**config.mk**
```make
export PLATFORM = sky130hd
export DESIGN_NAME = uart_rx_word
export DESIGN_NICKNAME = d
export VERILOG_FILES = /design/src/rtl/uart_rx_word.sv
export SDC_FILE = /design/constraint.sdc
export NUM_CORES = 1
export LEC_CHECK = 0
export ABC_AREA = 0
export BUFFER_PORTS_ARGS = -buffer_cell sky130_fd_sc_hd__buf_2
export CAP_MARGIN = 20
export CORE_MARGIN = 2
export CORE_UTILIZATION = 30
export CTS_BUF_LIST = sky130_fd_sc_hd__clkbuf_4 sky130_fd_sc_hd__clkbuf_8
export DETAILED_ROUTE_END_ITERATION = 12
export PLACE_DENSITY_LB_ADDON = 0.08
export SLEW_MARGIN = 15
export SYNTH_ARGS = -nofsm -noshare
export SYNTH_HDL_FRONTEND = slang
export SYNTH_SLANG_ARGS = --single-unit
```
**constraint.sdc**
```tcl
create_clock -name clk_50m -period 4.92 [get_ports clk_50m]
set_clock_uncertainty 0.15 [all_clocks]
set_input_delay 0.246 -clock clk_50m [delete_from_list [all_inputs] [get_ports clk_50m]]
set_output_delay 0.246 -clock clk_50m [all_outputs]
set_load 0.03 [all_outputs]
```
**src/rtl/uart_rx_word.sv**
```systemverilog
// 8N1 serial receiver that assembles groups of four bytes (first byte = MSB) into 32-bit words.
// A partial word is dropped on a framing error or after an idle gap timeout.
module uart_rx_word #(
    parameter int CLKS_PER_BIT = 434,
    parameter int TIMEOUT_CLKS = 43400
) (
    input  logic        clk_50m,
    input  logic        sw_rst_n,
    input  logic        uart_rx_i,
    output logic [7:0]  byte_o,
    output logic        byte_valid_o,
    output logic [31:0] word_o,
    output logic        word_valid_o,
    output logic        frame_err_o,
    output logic        timeout_o,
    output logic        busy_o
);

    localparam int CW = $clog2(CLKS_PER_BIT);
    localparam int TW = $clog2(TIMEOUT_CLKS + 1);
    localparam logic [CW-1:0] HALF_LAST = CW'(CLKS_PER_BIT / 2 - 1);
    localparam logic [CW-1:0] BIT_LAST  = CW'(CLKS_PER_BIT - 1);
    localparam logic [TW-1:0] GAP_LAST  = TW'(TIMEOUT_CLKS - 1);

    typedef enum logic [2:0] {IDLE, START, DATA, STOP, WAIT_HIGH} state_t;

    state_t          state, state_nx;
    logic            rx_meta, rx_s;
    logic [CW-1:0]   bit_cnt, bit_cnt_nx;
    logic [2:0]      bit_idx, bit_idx_nx;
    logic [7:0]      shift, shift_nx;
    logic            byte_stb, ferr_stb;
    logic [1:0]      byte_cnt;
    logic [23:0]     partial;
    logic [TW-1:0]   gap_cnt;

    // Sync flops reset high so reset never looks like a start bit.
    always_ff @(posedge clk_50m or negedge sw_rst_n) begin
        if (!sw_rst_n) begin
            rx_meta <= 1'b1;
            rx_s    <= 1'b1;
        end else begin
            // NOTE: non-blocking here so every register samples pre-edge values, like real flops.
            rx_meta <= uart_rx_i;
            rx_s    <= rx_meta;
        end
    end

    always_ff @(posedge clk_50m or negedge sw_rst_n) begin
        if (!sw_rst_n) begin
            state   <= IDLE;
            bit_cnt <= '0;
            bit_idx <= '0;
            shift   <= '0;
        end else begin
            state   <= state_nx;
            bit_cnt <= bit_cnt_nx;
            bit_idx <= bit_idx_nx;
            shift   <= shift_nx;
        end
    end

    always_comb begin
        // NOTE: every output of this block gets a default first, otherwise missing branches infer latches.
        state_nx   = state;
        bit_cnt_nx = bit_cnt + 1'b1;
        bit_idx_nx = bit_idx;
        shift_nx   = shift;
        byte_stb   = 1'b0;
        ferr_stb   = 1'b0;
        unique case (state)
            IDLE: begin
                bit_cnt_nx = '0;
                if (!rx_s) state_nx = START;
            end
            START: begin
                if (bit_cnt == HALF_LAST) begin
                    bit_cnt_nx = '0;
                    bit_idx_nx = '0;
                    state_nx   = rx_s ? IDLE : DATA;
                end
            end
            DATA: begin
                if (bit_cnt == BIT_LAST) begin
                    bit_cnt_nx = '0;
                    shift_nx   = {rx_s, shift[7:1]};
                    bit_idx_nx = bit_idx + 3'd1;
                    if (bit_idx == 3'd7) state_nx = STOP;
                end
            end
            STOP: begin
                if (bit_cnt == BIT_LAST) begin
                    bit_cnt_nx = '0;
                    if (rx_s) begin
                        byte_stb = 1'b1;
                        state_nx = IDLE;
                    end else begin
                        ferr_stb = 1'b1;
                        state_nx = WAIT_HIGH;
                    end
                end
            end
            WAIT_HIGH: begin
                bit_cnt_nx = '0;
                if (rx_s) state_nx = IDLE;
            end
            default: state_nx = IDLE;
        endcase
    end

    // Word assembler and inter-byte gap timer; a byte strobe always wins over timer expiry.
    always_ff @(posedge clk_50m or negedge sw_rst_n) begin
        if (!sw_rst_n) begin
            byte_o       <= '0;
            byte_valid_o <= 1'b0;
            word_o       <= '0;
            word_valid_o <= 1'b0;
            frame_err_o  <= 1'b0;
            timeout_o    <= 1'b0;
            byte_cnt     <= '0;
            partial      <= '0;
            gap_cnt      <= '0;
        end else begin
            byte_valid_o <= byte_stb;
            frame_err_o  <= ferr_stb;
            word_valid_o <= 1'b0;
            timeout_o    <= 1'b0;
            if (byte_stb) begin
                byte_o  <= shift;
                gap_cnt <= '0;
                if (byte_cnt == 2'd3) begin
                    word_o       <= {partial, shift};
                    word_valid_o <= 1'b1;
                    byte_cnt     <= '0;
                end else begin
                    partial  <= {partial[15:0], shift};
                    byte_cnt <= byte_cnt + 2'd1;
                end
            end else if (ferr_stb) begin
                byte_cnt <= '0;
                gap_cnt  <= '0;
            end else if (byte_cnt == 2'd0) begin
                gap_cnt <= '0;
            end else if (state == IDLE) begin
                if (gap_cnt == GAP_LAST) begin
                    byte_cnt  <= '0;
                    timeout_o <= 1'b1;
                    gap_cnt   <= '0;
                end else begin
                    gap_cnt <= gap_cnt + 1'b1;
                end
            end
        end
    end

    assign busy_o = (state != IDLE);

endmodule

```
# After elaboration in Yosys (flattened, before gate mapping)
# Cells that the tools add are included.
dict set report totals {
  latchBits 0
  elab_cells 90
  mem_count 0
  out_inout_bits 45
  mem_bits_ro 0
  regBits 111
  ramBits 0
}
dict set report op_classes {
  reduce_logical 15
  eq_ne 16
  n_mul 0
  div_mod_pow 0
  add_sub_neg 4
  order_cmp 0
  bitwise 1
  muxes 39
  shifts 0
}
# op n
set ops {}
lappend ops {{$mux W16} 5}
lappend ops {{$mux W3} 9}
lappend ops {{$pmux W9 S3} 1}
lappend ops {{$mux W9} 2}
lappend ops {{$add A16 B1 Y16 const B} 1}
lappend ops {{$eq A16 B16 Y1 const B} 1}
lappend ops {{$pmux W3 S5} 1}
lappend ops {{$mux W2} 7}
lappend ops {{$mux W1} 13}
lappend ops {{$ne A2 B2 Y1 const B} 6}
lappend ops {{$add A9 B1 Y9 const B} 1}
lappend ops {{$eq A9 B8 Y1 const B} 1}
lappend ops {{$eq A9 B9 Y1 const B} 1}
lappend ops {{$reduce_bool A3 Y1} 3}
lappend ops {{$eq A3 B2 Y1 const B} 2}
lappend ops {{$eq A3 B3 Y1 const B} 2}
lappend ops {{$pmux W3 S2} 1}
lappend ops {{$reduce_and A2 Y1} 3}
lappend ops {{$reduce_and A3 Y1} 2}
lappend ops {{$reduce_and A6 Y1} 1}
lappend ops {{$reduce_bool A4 Y1} 1}
lappend ops {{$reduce_or A2 Y1} 2}
lappend ops {{$add A3 B1 Y3 const B} 1}
lappend ops {{$eq A3 B1 Y1 const B} 1}
lappend ops {{7 further kinds} 7}

# Longest topological paths before layout
dict set report logic_depth {
  word_depth 6
  ltp_mapped 8
}

# Least setup slack after synthesis
# Ideal clock, no wire load.
dict set report synth_timing {
  path_kind {register to register}
  from {reg bit_cnt[1]}
  to {reg word_o[10]}
  required_ps 4645
  path_slack_ps 2769
  period_less_slack_ps 2151
  path_buffers 2
  path_stages_with_launch 9
  t_arrival_ps 1876
  setup_ps 125
  cell_sequence {dfrtp_1 -> inv_1 -> ha_1 -> and4bb_2 -> nand4_1 -> buf_2 -> nor2_2 -> buf_4 -> mux2_2}
}
dict set report synth_between {
  elab_chain_len 4
}
# element line_no
set synth_rtl {}
lappend synth_rtl {{start, declared} 29} ;# logic [CW-1:0] bit_cnt, bit_cnt_nx;
lappend synth_rtl {{start signal, assigned} 57} ;# bit_cnt <= bit_cnt_nx;
lappend synth_rtl {{$eq A9 B9 Y1} 92} ;# if (bit_cnt == BIT_LAST) begin
lappend synth_rtl {{$mux W1} 92}
lappend synth_rtl {{$mux W1} 71} ;# unique case (state)
lappend synth_rtl {{$reduce_and A2 Y1 (no source line)} -}
lappend synth_rtl {{end signal, assigned} 132} ;# word_o <= {partial, shift};
lappend synth_rtl {{end, declared} 12} ;# output logic [31:0] word_o,
# No other way between the ends.
# A chain may end at the register's enable or synchronous reset.

# Worst setup path after layout
dict set report layout_timing {
  from {reg bit_cnt[1]}
  to {reg word_o[20]}
}
# The elaborated chain is that of the path after synthesis.

==> qor_table.md <==
| Result | This run | Unit |
| --- | --- | --- |
| Most area-hungry cell type in the Yosys netlist | sky130_fd_sc_hd__dfrtp_1 | - |
| Core area | 15300 | sq um |
| Endpoint type of the worst setup path | flop | - |
| Die area | 16800 | sq um |
| Clk root buf | sky130_fd_sc_hd__clkbuf_8 | - |
| DIE WIDTH | 130 | um |
| Buffer levels on the longest clock path | 2 | - |
| Register-to-register setup slack | 1.85 | ns |
| Delay of the slowest critical-path stage | 0.56 | ns |
| Placed cells | 621 | - |
| Number of DRC markers after the initial detailed-route iteration | 170 | - |
| Area contributors post-synth | sky130_fd_sc_hd__dfrtp_1 (58%), sky130_fd_sc_hd__mux2_2 (15%), sky130_fd_sc_hd__nand2_1 (2.7%), sky130_fd_sc_hd__ha_1 (2.1%), sky130_fd_sc_hd__nand3_1 (1.6%) | - |
| Number of clock sinks | 111 | - |
| Max-slew violation count | 0 | - |
| Slew Limit Headroom | 0.394 | - |
| CP max-delay cell | sky130_fd_sc_hd__nand4_1 | - |
| Congestion Overflow GR | 0 | - |
| Clock transition at the registers of the reported paths | 0.10 | ns |
| Post-DP HPWL | 6410 | um |
| Number of buffers created by CTS | 9 | - |
| Count of boundary I/O pins | 48 | - |
| Layout cell share with drive strength beyond 1 | 0.341 | - |
| Required arrival time at the worst endpoint | 5.04 | ns |
| Total routing resource utilization after global routing | 0.124 | - |
| Proportion of netlist area held by the largest area contributor | 0.577 | - |
| Hold Vio Cnt, Final | 0 | - |
| Wirelength, routed | 9690 | um |
| Max Fclk | 0.326 | GHz |
| Fraction of the cycle the final worst path needs | 0.624 | - |
| H-Tree Level Count | 3 | - |
| DRC Markers | 0 | - |
| Post-Syn Area | 4730 | sq um |
| Critical path data arrival time | 3.19 | ns |
| Final worst hold slack | 0.211 | ns |
| Final std cells w/o fill | 639 | - |
| Synthesized netlist net count | 386 | - |
| Largest fanout on the critical path | 28 | - |
| Syn avg cell area | 12.6 | sq um |
| Cells on Worst Hold Path | 0 | - |
| Number of nets in the layout | 434 | - |
| Power Internal | 1100 | uW |
| Clk Latency, worst-skew pair | 0.38 | ns |
| CTS tree | done | - |
| P per Cell Area | 269 | nW/um^2 |
| Number of buffers inserted by port buffering | 47 | - |
| Count of yosys warnings during synthesis | 0 | - |
| Max capacitance violation total | 0 | - |
| Leakage dissipation | 0.00266 | uW |
| Number of diodes | 0 | - |
| Vias after detailed routing | 2956 | - |
| Reg2reg end | word_o[20]$_DFFE_PN0P_ | - |
| Post-route minimum period | 3.07 | ns |
| Post-CTS Setup Bufs | 0 | - |
| Per-cell routed wire length | 15.2 | um |
| FF-to-FF Start | bit_cnt[1]$_DFF_PN0_ | - |
| RSZ-0062 raised after global routing | no | - |
| ANT nets after route | 0 | - |
| VDD IR-drop max | 0.112 | mV |
| Cts repair resizes | 0 | - |
| Worst Max-Slew Pin Slew | 0.909 | ns |
| Overall die height | 130 | um |
| Most used routing layer | met2 | - |
| Area grow syn2layout | 13.1 | % |
| Final setup fails | 0 | - |
| Worst Setup Slack post-DPL | 1.73 | ns |
| Via count of the first global-routing pass | 2968 | - |
| Yosys reg bits | 111 | - |
| Tightest Hold Check Type | reg2reg | - |
| Row count | 45 | - |
| Sum of negative setup slack | 0 | ns |
| Reg2reg path depth | 7 | - |
| Length of the first detailed-routing pass in iterations | 4 | - |
| Antenna violations before repair | 0 | - |
| Final Worst Setup Slack | 1.85 | ns |
| Met2 usage | 0.189 | - |
| Fraction of met1 tracks used by global routing | 0.172 | - |
| Net Switching | 335 | uW |
| Hold worst-path end | rx_s$_DFF_PN1_ | - |
| Post-route core utilization | 0.349 | - |
| Library cells used by synthesis | 55 | - |
| Part of the Yosys area used for sequential elements | 0.588 | - |
| Register share of total power | 0.636 | - |
| Post-DR vias/cell | 4.63 | - |
| Kind of cell with the highest combined delay on the critical path | simple AND/OR/NAND/NOR gates | - |
| Global-route wire length before repair | 16200 | um |
| Initial standard-cell utilization of the core | 0.309 | - |
| Crit. Startpoint | bit_cnt[1]$_DFF_PN0_ | - |
| Share of power burned in the clock network | 0.350 | - |
| Critical-path cell list | inv_1, ha_1, and4bb_2, nand4_1, nor2_2, buf_4, mux2_2 | - |
| Critical path start-end classification | reg2reg | - |
| Synth Instances | 375 | - |
| Status | finished, final reports clean | - |
| Largest net degree at the start of global routing | 71 | - |
| Startpoint types | flop | - |
| Share of total power in combinational logic | 0.015 | - |
| Source of the worst hold timing path | rx_meta$_DFF_PN1_ | - |
| Switching share of total power | 0.233 | - |
| Global-route track usage on met3 | 0.0227 | - |
| Final estimated routing congestion in global placement | 0.766 | - |
| Buffers plus inverters on the worst setup path | 2 | - |
-- metrics by stage --
step | total power, uW | cell area, sq um
floorplan | 932 | 4730
global route | 1500 | 5350
global placement | 954 | 5160
finish | 1440 | 5350
detailed placement | 954 | 5160
CTS | 1470 | 5350
-- power by group through the flow --
stage                     clock network (uW)  registers (uW)  logic (uW)
after CTS                                531             914        23.5
after global placement                     0             932        21.8
after detailed placement                   0             932        22.2
after global routing                     565             914        25.7
final                                    503             914        21.1
after floorplan                            0             932       0.482
-- state kept, by name, summed over array words and instances (netlist names) --
register,cells
partial,24
gap_cnt,16
rx_meta,1
state,3
bit_idx,3
frame_err_o,1
shift,8
bit_cnt,9
rx_s,1
timeout_o,1
word_o,32
byte_o,8
word_valid_o,1
byte_valid_o,1
byte_cnt,2
-- how the worst max path moves through the flow --
stage	endpoint	slack [ns]	cells after the start
floorplan	word_o[10]$_DFFE_PN0P_	2.77	8
global placement	word_o[20]$_DFFE_PN0P_	1.85	7
detailed placement	word_o[15]$_DFFE_PN0P_	1.73	7
CTS	word_o[15]$_DFFE_PN0P_	1.71	7
global route	word_o[20]$_DFFE_PN0P_	1.60	7
finish	word_o[20]$_DFFE_PN0P_	1.85	7
-- cells by family after synthesis --
kind of cell / Yosys count / share of synthesized area
fa+ha+maj: 8 / 0.0212
flops: 111 / 0.588
simple gates: 109 / 0.126
buf+inv: 27 / 0.0283
xor+xnor: 8 / 0.0148
compound gates: 46 / 0.0643
mux: 66 / 0.157
-- layout make-up --
| class | instances | area (sq um) |
|---|---|---|
| clock inverter | 6 | 37.5 |
| clock buffer | 10 | 131 |
| inverter | 13 | 48.8 |
| sequential | 111 | 2780 |
| tap | 211 | 264 |
| fill | 1592 | 9970 |
| multi-input combinational | 237 | 1810 |
| timing repair buffer | 51 | 273 |
-- cell usage after synthesis, drive strengths merged --
cell	instances
dfrtp	109
mux2	64
nand2	34
nor2	19
nand3	15
inv	13
o21ai	11
a21oi	10
buf	8
ha	8
nor3	7
clkbuf	6
nand4	6
xor2	5
a31oi	4
and3	4
or3	4
a21o	3
a22o	3
nor2b	3
nor4	3
or4	3
xnor2	3
a211oi	2
a311oi	2
dfstp	2
mux2i	2
nand2b	2
nor3b	2
o22ai	2
or4b	2
a221oi	1
a31o	1
a41o	1
a41oi	1
and2	1
and4b	1
and4bb	1
nand4b	1
o2111ai	1
o221ai	1
o22a	1
o31a	1
o31ai	1
or3b	1
-- layout by cell type (no fill, tap or decap), types with 2 or more instances in the layout --
| cell type | instances |
|---|---|
| sky130_fd_sc_hd__ha_1 | 8 |
| sky130_fd_sc_hd__or4_1 | 2 |
| sky130_fd_sc_hd__o21ai_0 | 11 |
| sky130_fd_sc_hd__nor4_1 | 2 |
| sky130_fd_sc_hd__clkbuf_8 | 9 |
| sky130_fd_sc_hd__xnor2_1 | 3 |
| sky130_fd_sc_hd__nand3_1 | 15 |
| sky130_fd_sc_hd__a31oi_1 | 4 |
| sky130_fd_sc_hd__buf_4 | 3 |
| sky130_fd_sc_hd__and3_1 | 4 |
| sky130_fd_sc_hd__nor3_1 | 5 |
| sky130_fd_sc_hd__nor3b_1 | 2 |
| sky130_fd_sc_hd__mux2_2 | 64 |
| sky130_fd_sc_hd__xor2_1 | 5 |
| sky130_fd_sc_hd__a211oi_1 | 2 |
| sky130_fd_sc_hd__dfrtp_1 | 109 |
| sky130_fd_sc_hd__clkinvlp_4 | 3 |
| sky130_fd_sc_hd__o22ai_1 | 2 |
| sky130_fd_sc_hd__a311oi_1 | 2 |
| sky130_fd_sc_hd__dlygate4sd3_1 | 2 |
| sky130_fd_sc_hd__nor3_2 | 2 |
| sky130_fd_sc_hd__dfstp_2 | 2 |
| sky130_fd_sc_hd__or3_1 | 2 |
| sky130_fd_sc_hd__nor2b_1 | 3 |
| sky130_fd_sc_hd__inv_1 | 12 |
| sky130_fd_sc_hd__a22o_1 | 3 |
| sky130_fd_sc_hd__or3_2 | 2 |
| sky130_fd_sc_hd__buf_2 | 46 |
| sky130_fd_sc_hd__or4b_4 | 2 |
| sky130_fd_sc_hd__mux2i_1 | 2 |
| sky130_fd_sc_hd__nand2b_1 | 2 |
| sky130_fd_sc_hd__nand4_1 | 6 |
| sky130_fd_sc_hd__a21oi_1 | 10 |
| sky130_fd_sc_hd__nor2_1 | 17 |
| sky130_fd_sc_hd__nand2_1 | 34 |
| sky130_fd_sc_hd__clkinv_2 | 3 |
| sky130_fd_sc_hd__a21o_1 | 2 |
-- metal layers --
layer  wire length [um]  vias up
li1                   -     1429
met1               4760     1471
met2               4480       44
met3                273       12
met4                184        0
met5                  0        -
-- timing repair --
| item | in CTS | in global routing |
|---|---|---|
| hold buffers | 2 | 0 |
| endpoints found under the hold margin | 70 | 0 |
| setup endpoints to repair | 0 | 0 |
No activity file was read; power rests on OpenSTA's default activity.
